File: config.mk
export PLATFORM = sky130hd
export DESIGN_NAME = clk_div_gen
export DESIGN_NICKNAME = d
export VERILOG_FILES = /design/src/rtl/clk_div_pkg.sv /design/src/rtl/clk_div_lane.sv /design/src/rtl/clk_div_gen.sv
export SDC_FILE = /design/constraint.sdc
export NUM_CORES = 1
export LEC_CHECK = 0
export CAP_MARGIN = 20
export CORE_ASPECT_RATIO = 0.9
export CORE_UTILIZATION = 43
export DETAILED_ROUTE_END_ITERATION = 16
export GPL_ROUTABILITY_DRIVEN = 0
export PLACE_DENSITY = 0.67
export SYNTH_ARGS = -nofsm -noshare
export SYNTH_HDL_FRONTEND = slang
export SYNTH_SLANG_ARGS = --single-unit
File: constraint.sdc
create_clock -name clk_32f -period 1.6 [get_ports clk_32f]
set_input_delay 0.32 -clock clk_32f [delete_from_list [all_inputs] [get_ports clk_32f]]
set_output_delay 0.32 -clock clk_32f [all_outputs]
set_load 0.005 [all_outputs]
File: src/rtl/clk_div_pkg.sv
// -----------------------------------------------------------------------------
// clk_div_pkg
// Shared definitions for the clk_div_gen PHY clock-tree divider.
//   DIV_FIELD_W       width of one packed log2-divide field
//   DIV_LOG2_DEFAULT  out0=/8 (4f), out1=/16 (2f), out2=/32 (f), out3=/2 (16f)
//   div_field()       extracts field i from a packed divide vector
//   div_cfg_ok()      legality check on the divider parameters
// -----------------------------------------------------------------------------
package clk_div_pkg;

  localparam int DIV_FIELD_W = 3;
  localparam logic [11:0] DIV_LOG2_DEFAULT = 12'o1543;

  function automatic int unsigned div_field(input logic [63:0] vec, input int unsigned i);
    logic [63:0] sh;
    sh = vec >> (i * DIV_FIELD_W);
    return 32'(sh[DIV_FIELD_W-1:0]);
  endfunction

  // Every field must select a ratio of at least /2 and no more than the
  // counter can produce.
  function automatic bit div_cfg_ok(input int num_out, input int max_log2,
                                    input logic [63:0] vec);
    if (num_out < 1 || max_log2 < 1) return 1'b0;
    for (int i = 0; i < num_out; i++) begin
      int f;
      f = int'(div_field(vec, i));
      if (f == 0 || f > max_log2) return 1'b0;
    end
    return 1'b1;
  endfunction

endpackage

File: src/rtl/clk_div_lane.sv
// -----------------------------------------------------------------------------
// clk_div_lane
// One divided-clock output. Taps bit d-1 of the next counter value and gates
// it with a mask that only reloads on the output's own period boundary, so a
// mask change never shortens a high phase.
// Ports:
//   clk_32f   clock
//   reset     synchronous active-high reset
//   enable    counter advance qualifier (strobe build only)
//   cnt       current counter value (strobe build only)
//   cnt_next  counter value being loaded on this edge
//   d         log2 of the divide ratio
//   div_mask  run request; 0 gates the output low at the next boundary
//   div_rise  one-cycle rising-edge strobe (CLK_DIV_STROBE_EN only)
//   clk_div   divided clock, registered
// Optional feature macro: CLK_DIV_STROBE_EN
// -----------------------------------------------------------------------------
module clk_div_lane
  import clk_div_pkg::*;
#(
  parameter int W = 5
) (
  input  logic                   clk_32f,
  input  logic                   reset,
`ifdef CLK_DIV_STROBE_EN
  input  logic                   enable,
  input  logic [W-1:0]           cnt,
`endif
  input  logic [W-1:0]           cnt_next,
  input  logic [DIV_FIELD_W-1:0] d,
  input  logic                   div_mask,
`ifdef CLK_DIV_STROBE_EN
  output logic                   div_rise,
`endif
  output logic                   clk_div
);

  localparam int IW = (W > 1) ? $clog2(W) : 1;

  logic [IW-1:0] bit_idx;
  logic [W-1:0]  lo_mask;
  logic          boundary;
  logic          mask_eff;

  assign bit_idx  = IW'(d - 1'b1);
  assign lo_mask  = ~({W{1'b1}} << d);
  // Phase zero of this output: the tapped bit is low here, so loading the
  // mask now cannot cut a high phase short.
  assign boundary = (cnt_next & lo_mask) == '0;

  // NOTE: registered state uses non-blocking assignments so every flop
  // samples pre-edge values; the mask resets to ones so outputs run out of reset.
  always_ff @(posedge clk_32f) begin
    if (reset) begin
      mask_eff <= 1'b1;
      clk_div  <= 1'b0;
    end else begin
      clk_div <= cnt_next[bit_idx] & mask_eff;
      if (boundary) mask_eff <= div_mask;
    end
  end

`ifdef CLK_DIV_STROBE_EN
  always_ff @(posedge clk_32f) begin
    if (reset) div_rise <= 1'b0;
    else       div_rise <= cnt_next[bit_idx] & ~cnt[bit_idx] & mask_eff & enable;
  end
`endif

endmodule

File: src/rtl/clk_div_gen.sv
// -----------------------------------------------------------------------------
// clk_div_gen
// Power-of-two clock-divider generator for the PHY clock tree. One free-running
// counter clocked by clk_32f feeds NUM_OUT lanes, each tapping its own bit.
// Parameters:
//   NUM_OUT   number of divided outputs
//   MAX_LOG2  counter width; largest ratio is 2^MAX_LOG2
//   DIV_LOG2  packed 3-bit log2 ratios, field i drives output i
// Ports:
//   clk_32f   sole clock, rising edge
//   reset     synchronous active-high reset
//   enable    counter advances only when high
//   resync    one-cycle pulse realigning all outputs to phase zero
//   div_mask  per-output run request
//   clk_div   divided clocks, registered
//   div_rise  rising-edge strobes (CLK_DIV_STROBE_EN only)
//   locked    high once a full counter period has elapsed since reset/resync
// Optional feature macro: CLK_DIV_STROBE_EN
// -----------------------------------------------------------------------------
module clk_div_gen
  import clk_div_pkg::*;
#(
  parameter int NUM_OUT  = 4,
  parameter int MAX_LOG2 = 5,
  parameter logic [DIV_FIELD_W*NUM_OUT-1:0] DIV_LOG2 = DIV_LOG2_DEFAULT
) (
  input  logic               clk_32f,
  input  logic               reset,
  input  logic               enable,
  input  logic               resync,
  input  logic [NUM_OUT-1:0] div_mask,
  output logic [NUM_OUT-1:0] clk_div,
`ifdef CLK_DIV_STROBE_EN
  output logic [NUM_OUT-1:0] div_rise,
`endif
  output logic               locked
);

  if (!div_cfg_ok(NUM_OUT, MAX_LOG2, 64'(DIV_LOG2))) begin : g_bad_cfg
    $error("clk_div_gen: illegal NUM_OUT/MAX_LOG2/DIV_LOG2 configuration");
  end

  logic [MAX_LOG2-1:0] cnt;
  logic [MAX_LOG2-1:0] cnt_next;

  // NOTE: cnt_next gets its default first so no path through this block
  // leaves it unassigned and infers a latch.
  always_comb begin
    cnt_next = cnt;
    if (reset || resync) cnt_next = '0;
    else if (enable)     cnt_next = cnt + 1'b1;
  end

  always_ff @(posedge clk_32f) begin
    if (reset) cnt <= '0;
    else       cnt <= cnt_next;
  end

  // Sets on the wrap edge, so it marks one full period of the slowest ratio.
  always_ff @(posedge clk_32f) begin
    if (reset || resync)        locked <= 1'b0;
    else if (enable && cnt == '1) locked <= 1'b1;
  end

  for (genvar i = 0; i < NUM_OUT; i++) begin : g_lane
    clk_div_lane #(
      .W (MAX_LOG2)
    ) u_lane (
      .clk_32f  (clk_32f),
      .reset    (reset),
`ifdef CLK_DIV_STROBE_EN
      .enable   (enable),
      .cnt      (cnt),
`endif
      .cnt_next (cnt_next),
      .d        (DIV_FIELD_W'(div_field(64'(DIV_LOG2), i))),
      .div_mask (div_mask[i]),
`ifdef CLK_DIV_STROBE_EN
      .div_rise (div_rise[i]),
`endif
      .clk_div  (clk_div[i])
    );
  end

endmodule

# Word-level counts from Yosys, hierarchy flattened
# Cells that the tools add are included.
# word_totals
register_bits	14
latchBits	0
mem_bits_rw	0
mem_bits_ro	0
inputBits	8
out_inout_bits	5
word_cells	24
n_memories	0
# classes
n_addsub	1
n_mul	0
n_div	0
order_cmp	0
n_eq_ne	1
shift	0
n_mux	2
n_bitwise	4
n_reduce_logical	6
# ops
op	count
5-bit zero test	4
5-bit two-way mux	2
5-bit by 1-bit adder with 5-bit output, second input constant	1
5-bit equality test, second input constant	1
1-bit bitwise AND	4
1-bit logical AND	1
1-bit logical OR	1

# Logic depth before layout (Yosys ltp)
# Gate-level depths: netlist of run 1.
# depth
word_depth	4
ltp_mapped	7
mapped_depth_nobuf	7

# Hierarchy
# From an unflattened synthesis of run 1, not the netlist that was laid out.
# unflattened
cells_unflattened	130
area_unflattened_um2	1196.1
# by_module_without_submodules
mod	instances	cells_per_inst	area_per_inst_um2
clk_div_lane	4	24	217.7
clk_div_gen	1	34	325.3

# Worst setup path before layout of run 1
# OpenSTA, ideal clock, no wires.
# synth_timing
path_kind	reg2reg
from	register cnt[0]
to	register g_lane[2].u_lane.mask_eff
arrival_time_ps	1588
required_ps	1481
slack_ps	-107
stages_incl_launch_ff	8
path_buffers	0
period_less_slack_ps	1707
path_cell_list	dfxtp_1 -> ha_1 -> and3_1 -> ha_1 -> mux2_2 -> nand2_1 -> nand4_1 -> mux2i_1
# synth_via
elab_chain_cells	4
# synth_lines
element	line	rtl
start: declaration	clk_div_gen.sv:43	logic [MAX_LOG2-1:0] cnt;
start signal: assignment	clk_div_gen.sv:56	else cnt <= cnt_next;
5-bit by 1-bit adder with 5-bit output	clk_div_gen.sv:51	else if (enable) cnt_next = cnt + 1'b1;
5-bit two-way mux *	clk_div_gen.sv:51	
5-bit two-way mux *	clk_div_gen.sv:50	if (reset || resync) cnt_next = '0;
5-bit zero test *	clk_div_lane.sv:49	assign boundary = (cnt_next & lo_mask) == '0;
end signal: assignment	clk_div_lane.sv:59	if (boundary) mask_eff <= div_mask;
end: declaration	clk_div_lane.sv:43	logic mask_eff;
# Every way passes the cells marked *; elsewhere a longest branch is shown, timed or not.
# A chain may end at the register's enable or synchronous reset.

# Final worst setup path of run 1
# Same ends and word-level chain as after synthesis.

==> out/qor.yml, run 1 <==
status: "finished, final reports clean"
synth_top_flop_cell: "dfxtp_1"
crit_path_start_kind: "flip-flop"
crit_arrival_ps: 1770
maxCapViolCount: 0
drive_gt1_frac: 0.386
skew_ps: 5.35
slew_headroom: 0.766
yosysSeqAreaShare: 0.427
ys_types: 31
clockBufferDepth: 2
core_mm2: 0.00143
synth-adder-area-share: 0.0381
dp_hpwl_um: 874
ir_drop_mv: 0.485
fin_cells: 98
first_global_vias: 472
synth_largest_type_area_fraction: 0.427
synth_area_leaders: "dfxtp_1 43%, mux2i_1 6.1%, buf_4 4.6%"
initial_utilization: 0.459
total_power_w: 0.000706
worstMarginPinSlew_ps: 348
clk_pin_slew_ps: 90
crit_top_cell: "ha_4"
drc: 0
ctsHoldBuffers: 0
dp.cells: 93
ioPinCount: 13
ys_seq_elements: 14
synthCells: 61
cp.required_ps: 1770
synth_top_family_by_area: "simple AND/OR/NAND/NOR gates"
synth_edf_count: 0
async_reset_ff_frac: 0
final-seq-area_um2: 285
nNetsFinal: 94
muxShareOfSynthArea: 0.0781
min_from: "g_lane[0].u_lane.mask_eff"
grt_pass1_wl_um: 1840
postLayoutCellArea_um2: 922
ctsRootBufferMaster: "clkbuf_4"
synthSimpleGateAreaFrac: 0.230
worstSetupEndpointType: "flip-flop"
synthesis.nets: 71
die_w_um: 43.2
syn_to_final_growth_pct: 40.4
slew_viol_final: 0
synth_most_common_cell: "dfxtp_1"
grt_usage: 0.156
min_period_ps: 1590
cellPowerDensity_mw_per_mm2: 766
critPathLaunch: "cnt[0]"
rr_startpoint: "cnt[0]"
setup_violations: 0
drt_pass1_iterations: 2
max_stage_delay_ps: 360
crit_type: "reg -> reg"
total_leakage_power_nw: 0.390
portBuffers: 12
die_h_um: 39.1
vias: 482
hp-class: "reg -> reg"
fin_util: 0.644
yosysTopAreaCell: "dfxtp_1"
grt_max_degree: 9
num_antenna_cells: 0
antenna_found_initial: 0
wl_per_cell_um: 11.6
clk_latency_ps: 280
h-tree-depth: 1
cpMaxStageDelayCell: "dfxtp_4"
rows: 13
avgSynthCellArea_um2: 10.8
synth_common_cells: "14 x dfxtp_1, 6 x nor2_1, 4 x buf_4, 4 x mux2i_1, 3 x inv_1"
ant_nets: 0
synth_compound_area_frac: 0.105
fmax_mhz: 629
cts_sinks: 14
synthesis.area_um2: 657
nFillCells: 118
vias_per_cell: 4.92
cts_tree: "built"
synth_xor_area_frac: 0.0248
worstPathCellList: "ha_4 > and3_4 > ha_4 > mux2_4 > nand2_2 > nand4_1 > mux2i_1"
grt-ovfl-total: 0
fin_crit_sh: 0.994
dr.first_iter.drc_count: 6
dieArea_mm2: 0.00169
hold_viol: 0
cts_buffers: 3
grt_setup_unrepaired: "true"
cp_max_fo: 3
yosysWarnings: 0
multi_input_area_um2: 357
finalWirelength_um: 1140
place_area_um2: 867
==> report_power, final <==
group          internal (W)  switching, W  leakage (nW)
combinational     0.0000552     0.0000344         0.254
clock              0.000138      0.000116        0.0210
sequential         0.000358    0.00000475         0.115
total              0.000551      0.000155         0.390
==> worst paths after layout <==
check | endpoint | slack [ps] | cells after the start
max | g_lane[2].u_lane.mask_eff | 9 | 7
min reg2reg | g_lane[0].u_lane.clk_div | 460 | 1
max reg2reg | g_lane[2].u_lane.mask_eff | 9 | 7
min | g_lane[0].u_lane.clk_div | 460 | 1
==> registers in the layout (all words and copies together), names as in the netlist <==
name                    flops
cnt                         5
g_lane.u_lane.clk_div       4
locked                      1
g_lane.u_lane.mask_eff      4
==> through the flow <==
step                      setup TNS, ps  setup WS, ps  hold slack, ps
after floorplan                       0          46.5             422
after global placement             -766          -189             444
after detailed placement           -977          -247             444
after CTS                             0          2.50             469
after global routing              -48.9         -42.3             489
final                                 0          9.28             464
==> cells by family after synthesis <==
logic type / count (synthesis)
multiplexers: 5
AND/OR/NAND/NOR: 24
AO/OA/AOI/OAI: 6
adder cells (fa/ha/maj): 2
buffers and inverters: 9
flip-flops: 14
XOR/XNOR: 1
==> area by class of cell <==
type | count | area share
Multi-Input combinational cell | 38 | 0.387
Inverter | 3 | 0.0122
Timing Repair Buffer | 24 | 0.232
Clock buffer | 4 | 0.0393
Tap cell | 15 | 0.0204
Sequential cell | 14 | 0.309
==> layer usage <==
| layer | routed length (µm) | track usage |
|---|---|---|
| met1 | 555 | 0.182 |
| met2 | 517 | 0.257 |
| met5 | 0 | 0 |
| met3 | 51 | 0.0421 |
| met4 | 13 | 0.0909 |
==> cell usage in the layout, fill, tap and decap left out, types with 2 or more instances in the layout <==
| cell | count |
|---|---|
| dfxtp_1 | 12 |
| clkdlybuf4s50_1 | 12 |
| buf_4 | 11 |
| nor2_1 | 6 |
| mux2i_1 | 4 |
| inv_1 | 3 |
| clkbuf_4 | 3 |
| and2_1 | 2 |
| ha_4 | 2 |
==> critical path: cells and delay by family (launching register included) <==
family / cells / cell delay, ps
mux: 2 / 400
simple gates: 3 / 360
fa+ha+maj: 2 / 360
flops: 1 / 360
==> what timing repair did <==
| action | CTS | global route |
|---|---|---|
| gates resized for setup | 0 | 2 |
| pin swaps | 1 | 1 |
| gates cloned | 0 | 0 |
| setup buffers | 1 | 0 |
| setup endpoints to repair | 1 | 2 |
No activity file was read; power rests on OpenSTA's default activity.
==> inputs of run 2 (changes only) <==
==> constraint.sdc (replaced) <==
create_clock -name clk_32f -period 1.6 [get_ports clk_32f]
set_input_delay 0.24 -clock clk_32f [delete_from_list [all_inputs] [get_ports clk_32f]]
set_output_delay 0.24 -clock clk_32f [all_outputs]
set_load 0.005 [all_outputs]
==> out/qor.yml, run 2 (synthesized netlist as in run 1, its figures left out) <==
cpMaxStageDelayCell: "dfxtp_4"  # unchanged
cts_sinks: 14  # unchanged
worstMarginPinSlew_ps: 263  # was 348 ps
wl_per_cell_um: 11.2  # was 11.6 µm
met2_length_um: 528  # was 517 µm
cts_resized: 0  # unchanged
ir_drop_mv: 0.560  # was 0.485 mV
worstPathCellList: "ha_4 > and3_4 > ha_4 > mux2_4 > nand2_2 > nand4_1 > mux2i_1"  # unchanged
drive_gt1_frac: 0.378  # was 0.386
drc: 0  # unchanged
crit_arrival_ps: 1770  # about the same
antenna_found_initial: 0  # unchanged
hp-class: "reg -> reg"  # unchanged
grt_usage: 0.166  # was 0.156
drt_pass1_iterations: 2  # unchanged
grt-ovfl-total: 0  # unchanged
combPwrFrac: 0.121  # was 0.127
hold_viol: 0  # unchanged
fin_setup_tns_ps: 0  # unchanged
h-tree-depth: 1  # unchanged
fin_crit_sh: 0.995  # was 0.994
slew_viol_final: 0  # unchanged
die_h_um: 39.1  # unchanged
num_antenna_cells: 0  # unchanged
clk_pin_slew_ps: 80  # was 90 ps
pwr-share-clk: 0.363  # was 0.360
seqPwrFrac: 0.516  # was 0.513
dp_worst_setup_slack_ps: -147  # was -247 ps
wl_met1_um: 473  # was 555 µm
cp_max_fo: 3  # unchanged
skew_ps: 1.34  # was 5.35 ps
crit_path_start_kind: "flip-flop"  # unchanged
dr.first_iter.drc_count: 5  # was 6
portBuffers: 12  # unchanged
maxCapViolCount: 0  # unchanged
grt_max_degree: 9  # unchanged
ioPinCount: 13  # unchanged
layout_common_cells: "12 x dfxtp_1, 12 x clkdlybuf4s50_1, 11 x buf_4"  # unchanged
whs_ps: 462  # was 464 ps
die_w_um: 43.2  # unchanged
vias_per_cell: 4.91  # was 4.92
cellPowerDensity_mw_per_mm2: 777  # was 766 mW/mm²
grt_pass1_wl_um: 1900  # was 1840 µm
final-seq-area_um2: 285  # unchanged
vias: 476  # was 482
first_global_vias: 459  # was 472
grt_setup_unrepaired: "true"  # unchanged
syn_to_final_growth_pct: 37.5  # was 40.4%
core_mm2: 0.00143  # unchanged
dp_hpwl_um: 878  # was 874 µm
nFillCells: 122  # was 118
status: "finished, final reports clean"  # unchanged
cts_tree: "built"  # unchanged
fin_util: 0.631  # was 0.644
finalWirelength_um: 1090  # was 1140 µm
setup_slack_ps: 7.72  # was 9.28 ps
dieArea_mm2: 0.00169  # unchanged
top_register: "cnt"  # unchanged
reg.largest.list: "cnt: 5 flops, g_lane.u_lane.clk_div: 4 flops, g_lane.u_lane.mask_eff: 4 flops"  # unchanged
worstSetupEndpointType: "flip-flop"  # unchanged
crit_type: "reg -> reg"  # unchanged
topRoutingLayerUsed: "met4"  # unchanged
crit_top_cell: "ha_4"  # unchanged
multi_input_area_um2: 349  # was 357 µm²
max_stage_delay_ps: 350  # was 360 ps
total_leakage_power_nw: 0.384  # was 0.390 nW
setup_violations: 0  # unchanged
ant_nets: 0  # unchanged
cp.required_ps: 1780  # was 1770 ps
nNetsFinal: 93  # was 94
wl_met3_um: 62  # was 51 µm
clk_latency_ps: 290  # was 280 ps
min_period_ps: 1590  # about the same
fmax_mhz: 628  # was 629 MHz
ctsHoldBuffers: 0  # unchanged
rows: 13  # unchanged
ctsRootBufferMaster: "clkbuf_4"  # unchanged
p_int_w: 0.000549  # was 0.000551 W
swShare: 0.218  # was 0.219
cts_buffers: 3  # unchanged
worst-r2r-setup-slack_ps: 8  # was 9 ps
switching_power_w: 0.000153  # was 0.000155 W
initial_utilization: 0.459  # unchanged
clockBufferDepth: 2  # unchanged
slew_headroom: 0.819  # was 0.766
largest_register_ffs: 5  # unchanged
-- run 2: metrics by stage --
| step | power [W] | instances | area [µm²] |
|---|---|---|---|
| finish | 0.000702 | 97 | 903 |
| global route | 0.000732 | 97 | 903 |
| CTS | 0.000716 | 97 | 903 |
| detailed placement | 0.000457 | 92 | 860 |
| global placement | 0.000456 | 92 | 860 |
| floorplan | 0.000420 | 61 | 698 |
-- run 2: what timing repair did --
item,in CTS,in global routing
endpoints found under the setup margin,1,1
buffers inserted,1,0
pin swaps,1,0
-- run 2: critical path: cells and delay by family, from the launching register on --
family / cells / cell delay (ps)
adder cells (fa/ha/maj): 2 / 350
multiplexers: 2 / 410
flip-flops: 1 / 350
AND/OR/NAND/NOR: 3 / 380
-- run 2: power by group through the flow --
stage	clock [W]	sequential, W	combinational, W
after floorplan	0	0.000372	0.0000487
after global placement	0	0.000370	0.0000853
after detailed placement	0	0.000371	0.0000864
after CTS	0.000267	0.000363	0.0000863
after global routing	0.000275	0.000364	0.0000939
final	0.000255	0.000362	0.0000850
-- run 2: final timing paths --
kind | from | to | cells past startpoint
worst max-delay path | cnt[0] | g_lane[2].u_lane.mask_eff | 7
worst min-delay path | g_lane[1].u_lane.mask_eff | g_lane[1].u_lane.clk_div | 1
worst max register to register | cnt[0] | g_lane[2].u_lane.mask_eff | 7
worst min register to register | g_lane[1].u_lane.mask_eff | g_lane[1].u_lane.clk_div | 1
-- run 2: final cells by class --
type,instances,area share
Tap cell,15,0.0208
Clock buffer,4,0.0402
Inverter,3,0.0125
Multi-Input combinational cell,38,0.386
Sequential cell,14,0.316
Timing Repair Buffer,23,0.224
-- run 2: metal layers --
metal | track usage | vias up
li1 | - | 247
met1 | 0.173 | 215
met2 | 0.287 | 11
met3 | 0.0701 | 3
met4 | 0.0909 | 0
met5 | 0 | -
==> inputs of run 3 (changes only) <==
--- a/config.mk
+++ b/config.mk
@@ -6,11 +6,11 @@
 export NUM_CORES = 1
 export LEC_CHECK = 0
 export CAP_MARGIN = 20
-export CORE_ASPECT_RATIO = 0.9
-export CORE_UTILIZATION = 43
+export CORE_UTILIZATION = 46
+export CTS_BUF_LIST = sky130_fd_sc_hd__clkbuf_2
 export DETAILED_ROUTE_END_ITERATION = 16
 export GPL_ROUTABILITY_DRIVEN = 0
-export PLACE_DENSITY = 0.67
+export PLACE_DENSITY = 0.71
 export SYNTH_ARGS = -nofsm -noshare
 export SYNTH_HDL_FRONTEND = slang
 export SYNTH_SLANG_ARGS = --single-unit
==> out/qor.yml, run 3 (synthesized netlist as in run 1, its figures left out) <==
clk_latency_ps: 280  # was 290 ps
maxCapViolCount: 0  # unchanged
dieArea_mm2: 0.00158  # was 0.00169 mm²
worstMarginPinSlew_ps: 338  # was 263 ps
ctsHoldBuffers: 0  # unchanged
ioPinCount: 13  # unchanged
grt-ovfl-total: 0  # unchanged
first_global_vias: 421  # was 459
initial_utilization: 0.499  # was 0.459
nNetsFinal: 91  # was 93
cts_sinks: 14  # unchanged
ctsRootBufferMaster: "clkbuf_2"  # was clkbuf_4
use_met3: 0.0511  # was 0.0701
die_h_um: 39.8  # was 39.1 µm
drt_pass1_iterations: 3  # was 2
rows: 13  # unchanged
slew_headroom: 0.774  # was 0.819
grt_max_degree: 10  # was 9
crit_path_start_kind: "flip-flop"  # unchanged
gr-max-usage-layer: "met2"  # unchanged
setup_violations: 0  # unchanged
finalWirelength_um: 1080  # was 1090 µm
worstSetupEndpointType: "flip-flop"  # unchanged
wl_per_cell_um: 11.3  # was 11.2 µm
cts_buffers: 3  # unchanged
grt_pass1_wl_um: 1840  # was 1900 µm
portBuffers: 12  # unchanged
fin_util: 0.662  # was 0.631
crit_arrival_ps: 1760  # was 1770 ps
hold_viol: 0  # unchanged
status: "finished, final reports clean"  # unchanged
fmax_mhz: 634  # was 628 MHz
dp_hpwl_um: 844  # was 878 µm
clockBufferDepth: 2  # unchanged
cts_tree: "built"  # unchanged
postLayoutCellArea_um2: 872  # was 903 µm²
largest_register_ffs: 5  # unchanged
ant_nets: 0  # unchanged
drive_gt1_frac: 0.363  # was 0.378
grt_usage: 0.184  # was 0.166
antenna_found_initial: 0  # unchanged
die_w_um: 39.8  # was 43.2 µm
min_period_ps: 1580  # was 1590 ps
drc: 0  # unchanged
vias_per_cell: 4.96  # was 4.91
dr.first_iter.drc_count: 2  # was 5
layout_common_cells: "12 x dfxtp_1, 12 x clkdlybuf4s50_1, 9 x buf_4"  # was 12 x dfxtp_1, 12 x clkdlybuf4s50_1, 11 x buf_4
hp-class: "reg -> reg"  # unchanged
fin_crit_sh: 0.986  # was 0.995
syn_to_final_growth_pct: 32.8  # was 37.5%
num_antenna_cells: 0  # unchanged
place_area_um2: 852  # was 860 µm²
grt_use_met2: 0.287  # about the same
clk_pin_slew_ps: 140  # was 80 ps
crit_type: "reg -> reg"  # unchanged
gr-usage-met1: 0.214  # was 0.173
grt_setup_unrepaired: "true"  # unchanged
cellPowerDensity_mw_per_mm2: 713  # was 777 mW/mm²
top_register: "cnt"  # unchanged
cp.required_ps: 1790  # was 1780 ps
cts_resized: 0  # unchanged
vias: 471  # was 476
h-tree-depth: 1  # unchanged
slew_viol_final: 0  # unchanged
cp_max_fo: 3  # unchanged
skew_ps: 14.7  # was 1.34 ps
total_leakage_power_nw: 0.370  # was 0.384 nW
ir_drop_mv: 0.478  # was 0.560 mV
core_mm2: 0.00132  # was 0.00143 mm²
reg.largest.list: "cnt: 5 flops, g_lane.u_lane.clk_div: 4 flops, g_lane.u_lane.mask_eff: 4 flops"  # unchanged
run 3: power by group:
part / switching, W / internal (W)
sequential: 0.00000507 / 0.000358
combinational: 0.0000328 / 0.0000495
clock: 0.000110 / 0.0000663
total: 0.000148 / 0.000474
run 3: path summary, 6_finish.rpt:
path                                   from                        end  slack, ps  cells after the start
hold / removal    g_lane[0].u_lane.mask_eff   g_lane[0].u_lane.clk_div        470                      1
setup / recovery                     cnt[0]  g_lane[2].u_lane.mask_eff         20                      7
hold reg to reg   g_lane[0].u_lane.mask_eff   g_lane[0].u_lane.clk_div        470                      1
setup reg to reg                     cnt[0]  g_lane[2].u_lane.mask_eff         20                      7
run 3: repair_timing:
item,CTS,global route
pin swaps,1,1
hold endpoints to repair,0,0
buffers inserted,0,0
endpoints found under the setup margin,1,1
run 3: layout make-up:
| type | instances | area (µm²) |
|---|---|---|
| Sequential cell | 14 | 285 |
| Tap cell | 15 | 18.8 |
| Clock buffer | 4 | 20.0 |
| Fill cell | 106 | 445 |
| Timing Repair Buffer | 21 | 188 |
| Multi-Input combinational cell | 38 | 349 |
| Inverter | 3 | 11.3 |
run 3: worst max-delay path, stage by stage, from the launching register on:
cell	delay, ps
dfxtp_4	380
ha_4	150
and3_4	180
ha_4	200
mux2_4	260
nand2_2	60
nand4_1	100
mux2i_1	140
run 3: metal layers:
layer  vias to the layer above  routed length (µm)
met3                         2                  35
met2                         9                 512
met5                         -                   0
met1                       218                 513
met4                         0                  13
li1                        242                   -
run 3: stage by stage:
stage | setup TNS, ps | worst slack [ps] | hold WS [ps] | cells | power (W)
floorplan | 0 | 46.5 | 393 | 61 | 0.000420
global placement | -547 | -143 | 437 | 91 | 0.000451
detailed placement | -567 | -153 | 438 | 91 | 0.000454
CTS | 0 | 5.15 | 473 | 95 | 0.000632
global route | -64.5 | -64.5 | 495 | 95 | 0.000655
finish | 0 | 23.1 | 470 | 95 | 0.000622
